<file path="src/rtl/sr_universal_nbit.sv">
// Universal WIDTH-bit shift register: hold, shift right/left, parallel load, with shift counter
// and frame_done pulse. Optional rotate feature enabled by defining SR_ROTATE_EN.
module sr_universal_nbit #(
    parameter int WIDTH = 8,
    parameter logic [WIDTH-1:0] RST_VAL = {WIDTH{1'b0}},
    localparam int CNT_W = $clog2(WIDTH + 1)
) (
    input  logic             clk,
    input  logic             rst,
    input  logic             en,
    input  logic [1:0]       mode,
    input  logic             sin_r,
    input  logic             sin_l,
    input  logic [WIDTH-1:0] pin,
`ifdef SR_ROTATE_EN
    input  logic             rot,
`endif
    output logic [WIDTH-1:0] pout,
    output logic             sout_r,
    output logic             sout_l,
    output logic [CNT_W-1:0] shift_cnt,
    output logic             frame_done
);

    localparam logic [CNT_W-1:0] CNT_LAST = CNT_W'(WIDTH - 1);
    localparam logic [CNT_W-1:0] CNT_ONE  = CNT_W'(1);
    localparam logic [CNT_W-1:0] CNT_ZERO = {CNT_W{1'b0}};

    logic [WIDTH-1:0] r_q;
    logic [CNT_W-1:0] r_cnt;
    logic             r_frame_done;

    logic [WIDTH-1:0] w_q_next;
    logic [CNT_W-1:0] w_cnt_next;
    logic             w_fd_next;
    logic             w_is_shift;
    logic             w_ins_r;
    logic             w_ins_l;

    // With rotation the outgoing bit is recirculated instead of the serial input.
`ifdef SR_ROTATE_EN
    assign w_ins_r = rot ? r_q[0]       : sin_r;
    assign w_ins_l = rot ? r_q[WIDTH-1] : sin_l;
`else
    assign w_ins_r = sin_r;
    assign w_ins_l = sin_l;
`endif

    // Next-state selection for register contents, counter and frame pulse.
    always_comb begin
        w_q_next   = r_q;
        w_cnt_next = r_cnt;
        w_fd_next  = 1'b0;
        w_is_shift = 1'b0;
        if (en) begin
            case (mode)
                2'b01: begin
                    w_q_next   = {w_ins_r, r_q[WIDTH-1:1]};
                    w_is_shift = 1'b1;
                end
                2'b10: begin
                    w_q_next   = {r_q[WIDTH-2:0], w_ins_l};
                    w_is_shift = 1'b1;
                end
                2'b11: begin
                    w_q_next   = pin;
                    w_cnt_next = CNT_ZERO;
                end
                default: begin
                    w_q_next   = r_q;
                    w_cnt_next = r_cnt;
                end
            endcase
            // Both directions share one counter; the WIDTH-th shift wraps and pulses.
            if (w_is_shift) begin
                if (r_cnt == CNT_LAST) begin
                    w_cnt_next = CNT_ZERO;
                    w_fd_next  = 1'b1;
                end else begin
                    w_cnt_next = r_cnt + CNT_ONE;
                    w_fd_next  = 1'b0;
                end
            end else begin
                w_fd_next = 1'b0;
            end
        end else begin
            w_q_next   = r_q;
            w_cnt_next = r_cnt;
            w_fd_next  = 1'b0;
        end
    end

    // State registers with synchronous reset taking priority over everything.
    always_ff @(posedge clk) begin
        if (rst) begin
            r_q          <= RST_VAL;
            r_cnt        <= CNT_ZERO;
            r_frame_done <= 1'b0;
        end else begin
            r_q          <= w_q_next;
            r_cnt        <= w_cnt_next;
            r_frame_done <= w_fd_next;
        end
    end

    assign pout       = r_q;
    assign sout_r     = r_q[0];
    assign sout_l     = r_q[WIDTH-1];
    assign shift_cnt  = r_cnt;
    assign frame_done = r_frame_done;

endmodule

</file>
<file path="config.mk">
export PLATFORM = sky130hd
export DESIGN_NAME = sr_universal_nbit
export DESIGN_NICKNAME = d
export VERILOG_FILES = /design/src/rtl/sr_universal_nbit.sv
export SDC_FILE = /design/constraint.sdc
export NUM_CORES = 1
export LEC_CHECK = 0
export BUFFER_PORTS_ARGS = -buffer_cell sky130_fd_sc_hd__buf_4
export CAP_MARGIN = 25
export CORE_MARGIN = 4
export CORE_UTILIZATION = 40
export CTS_CLUSTER_SIZE = 8
export DETAILED_ROUTE_END_ITERATION = 8
export PLACE_DENSITY = 0.78
export SLEW_MARGIN = 25
export SYNTH_ARGS = -nofsm -noshare
export SYNTH_HDL_FRONTEND = slang
export SYNTH_SLANG_ARGS = --single-unit
</file>
<file path="constraint.sdc">
create_clock -name clk -period 1.21 [get_ports clk]
set_input_delay 0.1815 -clock clk [delete_from_list [all_inputs] [get_ports clk]]
set_output_delay 0.1815 -clock clk [all_outputs]
set_load 0.05 [all_outputs]
</file>
# ---- After elaboration in Yosys (flattened, before gate mapping)
# Index checks and enable logic that the tools add are counted.
dict set report classes {
  n_bitwise 2
  n_addsub 1
  muxes 7
  n_reduce_logical 6
  eq_ne 4
}
# operator n
set op_table {}
lappend op_table {{$pmux 8 s3} 1}
lappend op_table {{$mux 4} 3}
lappend op_table {{$add 4x1->4 const B} 1}
lappend op_table {{$eq 2x2->1 const B} 2}
lappend op_table {{$eq 4x3->1 const B} 1}
lappend op_table {{$reduce_and 2->1} 2}
lappend op_table {{$mux 1} 3}
lappend op_table {{$reduce_bool 3->1} 1}
lappend op_table {{$reduce_or 3->1} 1}
lappend op_table {{$eq 2x1->1 const B} 1}
lappend op_table {{$not 1->1} 2}
lappend op_table {{$reduce_bool 2->1} 1}
lappend op_table {{$reduce_or 2->1} 1}
dict set report word_totals {
  output_inout_bits 15
  reg_bits 13
  inputBits 15
  wordCells 23
}

# ---- Depth between registers and ports, before layout
# Gate-level depths: netlist of run 1.
dict set report logic_depth {
  ltp_word 6
  depth_mapped 7
}

# ---- Least setup slack after synthesis of run 1
# No wires, ideal clock.
dict set report synth_path {
  kind {register to register}
  from {register r_cnt[0], in the netlist shift_cnt[0]}
  to {register r_cnt[0], in the netlist shift_cnt[0]}
  t_required_ps 1079
  arrival_time_ps 1237
  path_buffers 0
  path_stages_with_launch 5
  synth_period_minus_slack_ps 1368
  slack_ps -158
  cell_sequence {dfxtp_1 -> ha_1 -> nand3b_1 -> nand4b_2 -> a21oi_2}
}
dict set report synth_between {
  elab_chain_len 3
  word_cells_on_any_way 4
}
# element line
set synth_lines {}
lappend synth_lines {{start, declared} 30} ;# logic [CNT_W-1:0] r_cnt;
lappend synth_lines {{start signal, assigned} 101} ;# r_cnt <= w_cnt_next;
lappend synth_lines {{$add 4x1->4 or $eq 4x3->1 (tied branches)} {80, 76}}
lappend synth_lines {{$mux 4 *} 76} ;# if (r_cnt == CNT_LAST) begin
lappend synth_lines {{$mux 4 *} 75} ;# if (w_is_shift) begin
# Mark *: on every way between the ends. The rest lies on a longest branch, timed or not.
# A chain may end at the register's enable or synchronous reset.

# ---- Worst setup path after layout of run 1
dict set report layout_path {
  from {register r_q[2], in the netlist pout[2]}
  to {output pout[2]}
}
# element line
set layout_rtl {}
lappend layout_rtl {{start, declared} 29} ;# logic [WIDTH-1:0] r_q;
lappend layout_rtl {{start signal, assigned} 100} ;# r_q <= w_q_next;
lappend layout_rtl {{end, declared} 18} ;# output logic [WIDTH-1:0] pout,
# No word-level cell between the ends.

==> results.py, run 1 <==
metrics = {
    "run_status": {
        "status": "finished clean",
    },
    "drt": {
        "ant_nets": 0,
        "first_pass_iters": 4,
        "wl_per_cell_um": 13.4,
        "vias": 720,
        "drtIter0Drc": 11,
        "wirelength_um": 1820,
        "drc": 0,
        "viasPerCell": 5.29,
    },
    "logic_synthesis": {
        "synth_seq_area_share_pct": 35.4,
        "synth_top_family_by_area": "simple AND/OR/NAND/NOR gates",
        "synth_seq_cells": 13,
        "synth_nets": 99,
        "synth.distinct_cells": 29,
        "synth-xor-area-share_pct": 0,
        "synth_mux_area_share_pct": 0,
        "synthSimpleGateAreaFrac_pct": 25.6,
        "synth_compound_area_share_pct": 22.7,
        "avgSynthCellArea_um2": 9.18,
        "yosysWarnings": 0,
        "synthesis.instances": 80,
        "synth_adder_area_share_pct": 6.81,
        "synth_area_um2": 734,
    },
    "placement": {
        "detailed_place.area_um2": 973,
        "dp_slack_ns": -0.166,
        "place_congestion": 0.799,
        "dpl.cell_count": 132,
        "dp_hpwl_um": 1410,
        "port_buffers": 29,
    },
    "critical_path": {
        "cp_data_arrival_time_ns": 0.92,
        "crit_fanout": 4,
        "critPathMaxStageDelay_ns": 0.41,
        "cp_slowest_cell": "dfxtp_1",
        "r2r_start": "shift_cnt[0]",
        "path_cells": "buf_4",
        "worstSetupPathType": "reg2out",
        "worstSetupStartpoint": "pout[2]",
        "worst_setup_path_end_kind": "primary output",
        "crit_path_start_kind": "register",
        "critPathBufInv": 1,
        "crit_family": "flip-flops",
        "cp.required_ns": 1.03,
    },
    "grt": {
        "grt_pass1_vias": 688,
        "grt_pass1_wl_um": 3030,
        "grt_max_degree": 16,
        "grt.overflow.total": 0,
        "groute.usage.overall_pct": 15.8,
        "antenna_found_initial": 0,
    },
    "finish": {
        "area_delta_synth_final_pct": 36.1,
        "multi_input_area_um2": 404,
        "n_antenna_cell": 0,
        "regArea_um2": 263,
        "layout.cells.non_filler": 136,
        "layout.nets": 131,
        "fin_area_um2": 1000,
        "fillers": 169,
        "drive_above_1_share_pct": 39.6,
    },
    "power": {
        "power_density_nw_per_um2": 1090,
        "vdd_ir_drop_max_v": 0.000461,
        "leakagePower_nw": 0.431,
    },
    "sta": {
        "rsz0062_at_grt": "false",
        "fin_crit_sh_pct": 91.2,
        "worst_slack_ns": 0.106,
        "tightest_slew_ns": 0.465,
        "setup-violations-final": 0,
        "finalMaxSlewViolations": 0,
        "slew_headroom_pct": 69.0,
        "hold_violations": 0,
        "fmax_mhz": 906,
        "skew_ns": 0.00693,
        "fin_crit_ns": 1.10,
    },
    "hold_path": {
        "min_from": "rst",
        "hp-class": "in2reg",
    },
    "clock_tree": {
        "postCtsResizedCells": 0,
        "htree_levels": 1,
        "cts_tree": "built",
        "numClockSinks": 13,
        "clkTransAtPathRegs_ns": 0.09,
        "post_cts.repair.setup_buffers": 0,
        "numCtsBuffers": 3,
        "hold_buffers": 0,
        "ctsRootBufferMaster": "clkbuf_4",
        "clock_latency_ns": 0.28,
        "clock_path_buffers": 2,
    },
    "floorplanning": {
        "io_pins": 30,
        "die_width_um": 50.9,
        "die-area_um2": 2590,
        "num_rows": 15,
        "coreArea_um2": 1730,
        "die_h_um": 50.9,
        "initial_core_util_pct": 42.5,
    },
    "job": {
        "max-cap-violations": 0,
    },
}
## synth_stat cells
cell type | n | area share (%)
a22oi_1 | 7 | 7.2
buf_2 | 1 | 0.68
nand4b_2 | 1 | 2.0
buf_4 | 3 | 3.1
a211oi_1 | 1 | 1.0
nor2_1 | 9 | 4.6
nor2b_4 | 1 | 1.9
nor2b_1 | 1 | 0.85
nand4b_1 | 1 | 1.2
inv_1 | 2 | 1.0
and3_1 | 1 | 0.85
nand2_1 | 12 | 6.1
a221oi_2 | 1 | 2.0
a21oi_2 | 1 | 1.2
a311oi_1 | 7 | 8.3
a31oi_1 | 1 | 0.85
nand4_1 | 1 | 0.85
buf_6 | 1 | 1.5
nor3_1 | 1 | 0.68
o21ai_0 | 1 | 0.68
or2b_1 | 1 | 1.0
a21oi_1 | 2 | 1.4
clkbuf_1 | 1 | 0.51
nand3_1 | 1 | 0.68
ha_1 | 4 | 6.8
nor2_8 | 1 | 2.7
dfxtp_1 | 13 | 35
nand3b_1 | 2 | 2.0
buf_12 | 1 | 2.7
## final timing paths
check | to | slack, ns | cells after the start
max | pout[2] | 0.11 | 1
min reg2reg | shift_cnt[1] | 0.48 | 2
max reg2reg | shift_cnt[0] | 0.16 | 4
min | shift_cnt[0] | 0.16 | 2
## placed cells by master, fill, tap and decap left out, types with 2 or more instances in the layout
cell      synthesis  layout
clkbuf_4          0       3
dfxtp_2           0       2
a21oi_1           2       2
ha_1              4       4
nor2_1            9       9
a311oi_1          7       7
buf_4             3      33
nand2_1          12      12
dfxtp_1          13      11
a22oi_1           7       7
inv_1             2       2
nand3b_1          2       2
## through the flow
step | total power [mW] | TNS (ns) | util (%) | hold WS (ns)
finish | 1.09 | 0 | 57.9 | 0.156
floorplan | 0.710 | 0 | - | 0.254
global route | 1.15 | 0 | 57.9 | 0.165
global placement | 0.814 | -0.567 | 56.4 | 0.446
CTS | 1.09 | 0 | 57.9 | 0.157
detailed placement | 0.822 | -0.881 | 56.4 | 0.448
## sequential cells by signal, indices dropped and copies added (netlist names)
register    count
frame_done      1
pout            8
shift_cnt       4
## routing by layer
layer | vias up | track usage (%) | wire, um
li1 | 356 | - | -
met1 | 337 | 16.9 | 734
met2 | 23 | 26.7 | 907
met3 | 4 | 4.08 | 124
met4 | 0 | 11.7 | 53
met5 | - | 0 | 0
## cell families (layout without fill, tap and decap cells)
| kind of cell | count (synthesis) | in the layout |
|---|---|---|
| flip-flops | 13 | 13 |
| AND/OR/NAND/NOR | 33 | 33 |
| buffers and inverters | 9 | 40 |
| AO/OA/AOI/OAI | 21 | 21 |
| adder cells (fa/ha/maj) | 4 | 4 |
## cell type report
| class | count | area share, % |
|---|---|---|
| tap | 25 | 3.13 |
| clock buffer | 4 | 2.63 |
| sequential | 13 | 26.3 |
| timing repair buffer | 34 | 26.8 |
| multi-input combinational | 58 | 40.4 |
| inverter | 2 | 0.751 |
## power by group
group | internal [mW] | total [mW] | switching [mW]
Clock | 0.128 | 0.279 | 0.151
Sequential | 0.452 | 0.478 | 0.0259
Combinational | 0.133 | 0.333 | 0.200
(Power assumes the default switching activity.)
==> run 2, diff against run 1 <==
- PLACE_DENSITY: 0.78 -> 0.75
==> run 2 against run 1 <==
Register-to-register slack barely moved. Critical path type unchanged. Critical path depth did not move. Largest cell class unchanged. Cell count fell by 2.2%. Worst hold slack improved by 0.0055 ns. Sequential share of layout area rose by 0.57 points. Core utilization fell by 1.2 points. Power fell by 1.4%. Non-clock buffer count fell by 3.
==> results.py, run 2 (synthesized netlist as in run 1, its figures left out) <==
metrics = {
    "placement": {
        "place_congestion": 0.807,
        "dp_hpwl_um": 1330,
        "dp_slack_ns": -0.137,
        "port_buffers": 29,
    },
    "critical_path": {
        "cp_slowest_cell": "dfxtp_1",
        "critPathMaxStageDelay_ns": 0.41,
        "worstSetupPathType": "reg2out",
        "worst_setup_path_end_kind": "primary output",
        "crit_fanout": 4,
        "rrSetupSlack_ns": 0.17,
        "cp.required_ns": 1.03,
        "critPathBufInv": 1,
        "worst_r2r_endpoint": "shift_cnt[0]",
        "cp_data_arrival_time_ns": 0.93,
        "crit_family": "flip-flops",
        "r2r_start": "shift_cnt[0]",
        "reg2regPathDepth": 4,
        "path_cells": "buf_4",
        "crit_path_start_kind": "register",
    },
    "sta": {
        "slew_headroom_pct": 66.2,
        "setup-violations-final": 0,
        "rsz0062_at_grt": "false",
        "fmax_mhz": 899,
        "hold_violations": 0,
        "finalMaxSlewViolations": 0,
        "tightest_slew_ns": 0.506,
        "fin_crit_sh_pct": 92.0,
        "tns_ns": 0,
        "skew_ns": 0.0118,
        "worst_slack_ns": 0.0973,
        "fin_crit_ns": 1.11,
    },
    "clock_tree": {
        "numClockSinks": 13,
        "postCtsResizedCells": 0,
        "clock_latency_ns": 0.29,
        "htree_levels": 1,
        "clkTransAtPathRegs_ns": 0.09,
        "numCtsBuffers": 3,
        "post_cts.repair.setup_buffers": 0,
        "ctsRootBufferMaster": "clkbuf_4",
        "cts_tree": "built",
        "hold_buffers": 0,
        "clock_path_buffers": 2,
    },
    "power": {
        "vdd_ir_drop_max_v": 0.000488,
        "power_density_nw_per_um2": 1100,
        "leakagePower_nw": 0.420,
        "power_mw": 1.08,
    },
    "finish": {
        "post-route-util_pct": 56.7,
        "drive_above_1_share_pct": 38.9,
        "layout.nets": 128,
        "n_antenna_cell": 0,
        "final_cell_mix": "buf_4 (30), nand2_1 (12), dfxtp_1 (11)",
        "fillers": 165,
        "area_delta_synth_final_pct": 33.2,
        "largest_reg_flops": 8,
        "final_common_cell": "buf_4",
    },
    "drt": {
        "viasPerCell": 5.32,
        "vias": 707,
        "first_pass_iters": 4,
        "ant_nets": 0,
        "drtIter0Drc": 12,
        "drc": 0,
        "wirelength_um": 1780,
        "wl_per_cell_um": 13.4,
    },
    "hold_path": {
        "min_to": "shift_cnt[0]",
        "hp-class": "in2reg",
        "min_from": "rst",
        "min_path_cells": 2,
    },
    "floorplanning": {
        "initial_core_util_pct": 42.5,
        "die_h_um": 50.9,
        "die-area_um2": 2590,
        "io_pins": 30,
        "num_rows": 15,
        "coreArea_um2": 1730,
        "die_width_um": 50.9,
    },
    "job": {
        "max-cap-violations": 0,
    },
    "grt": {
        "groute.usage.overall_pct": 14.2,
        "grt_max_degree": 20,
        "grt_pass1_vias": 610,
        "antenna_found_initial": 0,
        "grt_pass1_wl_um": 2760,
        "grt.overflow.total": 0,
    },
    "run_status": {
        "status": "finished clean",
    },
}
## run 2: cell count changes in the layout (fill, tap and decap cells not counted)
cell | previous run | this run
buf_4 | 33 | 30
clkbuf_1 | 1 | 0
clkinv_2 | 0 | 1
## run 2: layout make-up
class | instances | area [um2] | area share (%)
Sequential cell | 13 | 263 | 26.9
Timing Repair Buffer | 31 | 245 | 25.1
Inverter | 2 | 7.51 | 0.767
Multi-Input combinational cell | 58 | 404 | 41.3
Clock inverter | 1 | 5.00 | 0.512
Tap cell | 25 | 31.3 | 3.20
Clock buffer | 3 | 22.5 | 2.30
## run 2: how the worst max path moves through the flow
stage                 start            to  slack, ns  depth (start not counted)
6_report            pout[3]       pout[3]        0.1                          1
5_1_grt             pout[3]       pout[3]       0.06                          1
4_1_cts             pout[3]       pout[3]       0.10                          1
3_5_place_dp        mode[0]       pout[1]      -0.14                          5
3_3_place_gp        mode[0]       pout[1]      -0.12                          5
2_1_floorplan  shift_cnt[2]  shift_cnt[3]       0.03                          3
## run 2: through the flow
stage	hold WS [ns]	std cells	instance area, um2
after floorplan	0.254	80	737
after global placement	0.448	129	951
after detailed placement	0.450	129	951
after CTS	0.155	133	978
after global routing	0.168	133	978
final	0.161	133	978
## run 2: power by group
group | total [mW] | internal (mW) | switching [mW]
Clock | 0.274 | 0.123 | 0.151
Combinational | 0.324 | 0.125 | 0.199
Sequential | 0.477 | 0.452 | 0.0249
Total | 1.08 | 0.700 | 0.375
## run 2: routing by layer
metal  part of all wire [%]  GRT usage (%)
met5                      0              0
met4                    2.3           8.52
met3                    6.1           2.62
met2                     49           23.7
met1                     43           16.7
==> run 3, diff against run 2 <==
==> constraint.sdc (replaced) <==
create_clock -name clk -period 1.21 [get_ports clk]
set_input_delay 0.0605 -clock clk [delete_from_list [all_inputs] [get_ports clk]]
set_output_delay 0.0605 -clock clk [all_outputs]
set_load 0.05 [all_outputs]
==> run 3 against run 2 <==
First-iteration DRC count shrank 17%. Cell area down 0.13%. Sequential cell count unchanged. Worst setup slack better by 0.049 ns. Worst hold slack got worse by 0.11 ns. Non-clock buffer count unchanged. Combinational power about the same. Cell count is the same. Largest cell class unchanged.
==> results.py, run 3 (synthesized netlist as in run 1, its figures left out) <==
metrics = {
    "run_status": {
        "status": "finished clean",
    },
    "critical_path": {
        "worstSetupPathType": "reg2reg",
        "path_cells": "ha_1, nand3b_1, nand4b_2, a21oi_2",
        "cp.required_ns": 1.41,
        "critPathBufInv": 0,
        "critPathMaxStageDelay_ns": 0.34,
        "worst_setup_path_end_kind": "register",
        "crit_fanout": 5,
        "crit_path_start_kind": "register",
        "r2r_start": "shift_cnt[0]",
        "cp_slowest_cell": "dfxtp_2",
        "reg2regPathDepth": 4,
        "worst_r2r_endpoint": "shift_cnt[0]",
        "rrSetupSlack_ns": 0.15,
        "cp_data_arrival_time_ns": 1.26,
        "crit_family": "flip-flops",
    },
    "finish": {
        "post-route-util_pct": 56.6,
        "largest_reg_flops": 8,
        "final_cell_mix": "buf_4 (30), nand2_1 (12), dfxtp_1 (11)",
        "n_antenna_cell": 0,
        "final_common_cell": "buf_4",
        "fillers": 172,
        "drive_above_1_share_pct": 38.0,
        "layout.nets": 128,
        "area_delta_synth_final_pct": 33.0,
    },
    "drt": {
        "viasPerCell": 5.02,
        "wl_per_cell_um": 12.7,
        "ant_nets": 0,
        "wirelength_um": 1690,
        "vias": 667,
        "drc": 0,
        "first_pass_iters": 4,
        "drtIter0Drc": 10,
    },
    "grt": {
        "grt.overflow.total": 0,
        "grt_pass1_wl_um": 2710,
        "grt_max_degree": 20,
        "antenna_found_initial": 0,
        "groute.usage.overall_pct": 13.8,
        "grt_pass1_vias": 589,
    },
    "clock_tree": {
        "hold_buffers": 0,
        "clock_path_buffers": 2,
        "clkTransAtPathRegs_ns": 0.07,
        "cts_tree": "built",
        "htree_levels": 1,
        "ctsRootBufferMaster": "clkbuf_4",
        "numClockSinks": 13,
        "post_cts.repair.setup_buffers": 0,
        "numCtsBuffers": 3,
        "postCtsResizedCells": 0,
        "clock_latency_ns": 0.27,
    },
    "power": {
        "vdd_ir_drop_max_v": 0.000576,
        "power_mw": 1.06,
        "power_density_nw_per_um2": 1080,
        "leakagePower_nw": 0.417,
    },
    "sta": {
        "hold_violations": 0,
        "skew_ns": 0.000782,
        "rsz0062_at_grt": "false",
        "finalMaxSlewViolations": 0,
        "fmax_mhz": 940,
        "tightest_slew_ns": 0.507,
        "tns_ns": 0,
        "fin_crit_sh_pct": 87.9,
        "fin_crit_ns": 1.06,
        "slew_headroom_pct": 66.2,
        "setup-violations-final": 0,
    },
    "placement": {
        "dp_hpwl_um": 1290,
        "place_congestion": 0.840,
        "port_buffers": 29,
    },
    "hold_path": {
        "min_path_cells": 2,
        "hp-class": "in2reg",
        "min_from": "rst",
        "min_to": "shift_cnt[0]",
    },
    "floorplanning": {
        "io_pins": 30,
        "coreArea_um2": 1730,
        "initial_core_util_pct": 42.5,
        "num_rows": 15,
        "die_width_um": 50.9,
        "die_h_um": 50.9,
        "die-area_um2": 2590,
    },
    "job": {
        "max-cap-violations": 0,
    },
}
==> run 3: changes by cell type in the layout (fill, tap and decap cells not counted) <==
cell      change
clkinv_2      -1
clkbuf_1      +1
==> run 3: stage by stage <==
| step | setup WS, ns | area (um2) | hold slack (ns) | std cells |
|---|---|---|---|---|
| 2_1_floorplan | 0.0292 | 737 | 0.133 | 80 |
| 3_3_place_gp | 0.0159 | 951 | 0.324 | 129 |
| 3_5_place_dp | -0.0401 | 951 | 0.332 | 129 |
| 4_1_cts | 0.145 | 977 | 0.0387 | 133 |
| 5_1_grt | 0.0967 | 977 | 0.0496 | 133 |
| 6_report | 0.146 | 977 | 0.0484 | 133 |
==> run 3: power breakdown <==
group,internal (mW),switching [mW]
clock network,0.128,0.132
logic,0.125,0.198
registers,0.452,0.0254
total,0.704,0.355
==> run 3: per-layer routing <==
layer  GRT usage, %  vias up  wire length [um]
met4           8.07        0                16
met2           22.4       22               826
met3           2.62        2               122
li1               -      352                 -
met1           16.9      291               729
met5              0        -                 0
==> run 3: how the worst max path moves through the flow <==
stage / to / cells past startpoint / start / slack, ns
finish: shift_cnt[0] / 4 / shift_cnt[0] / 0.15
global route: shift_cnt[0] / 4 / shift_cnt[0] / 0.1
CTS: shift_cnt[0] / 4 / shift_cnt[0] / 0.15
detailed placement: pout[7] / 5 / mode[0] / -0.04
global placement: pout[1] / 5 / mode[0] / 0.02
floorplan: shift_cnt[3] / 3 / shift_cnt[2] / 0.03
==> run 3: cell type report <==
class,count,area [um2],share of cell area [%]
tap,25,31.3,3.20
clock buffer,4,26.3,2.69
multi-input combinational,58,404,41.4
timing repair buffer,31,245,25.1
sequential,13,263,26.9
inverter,2,7.51,0.768
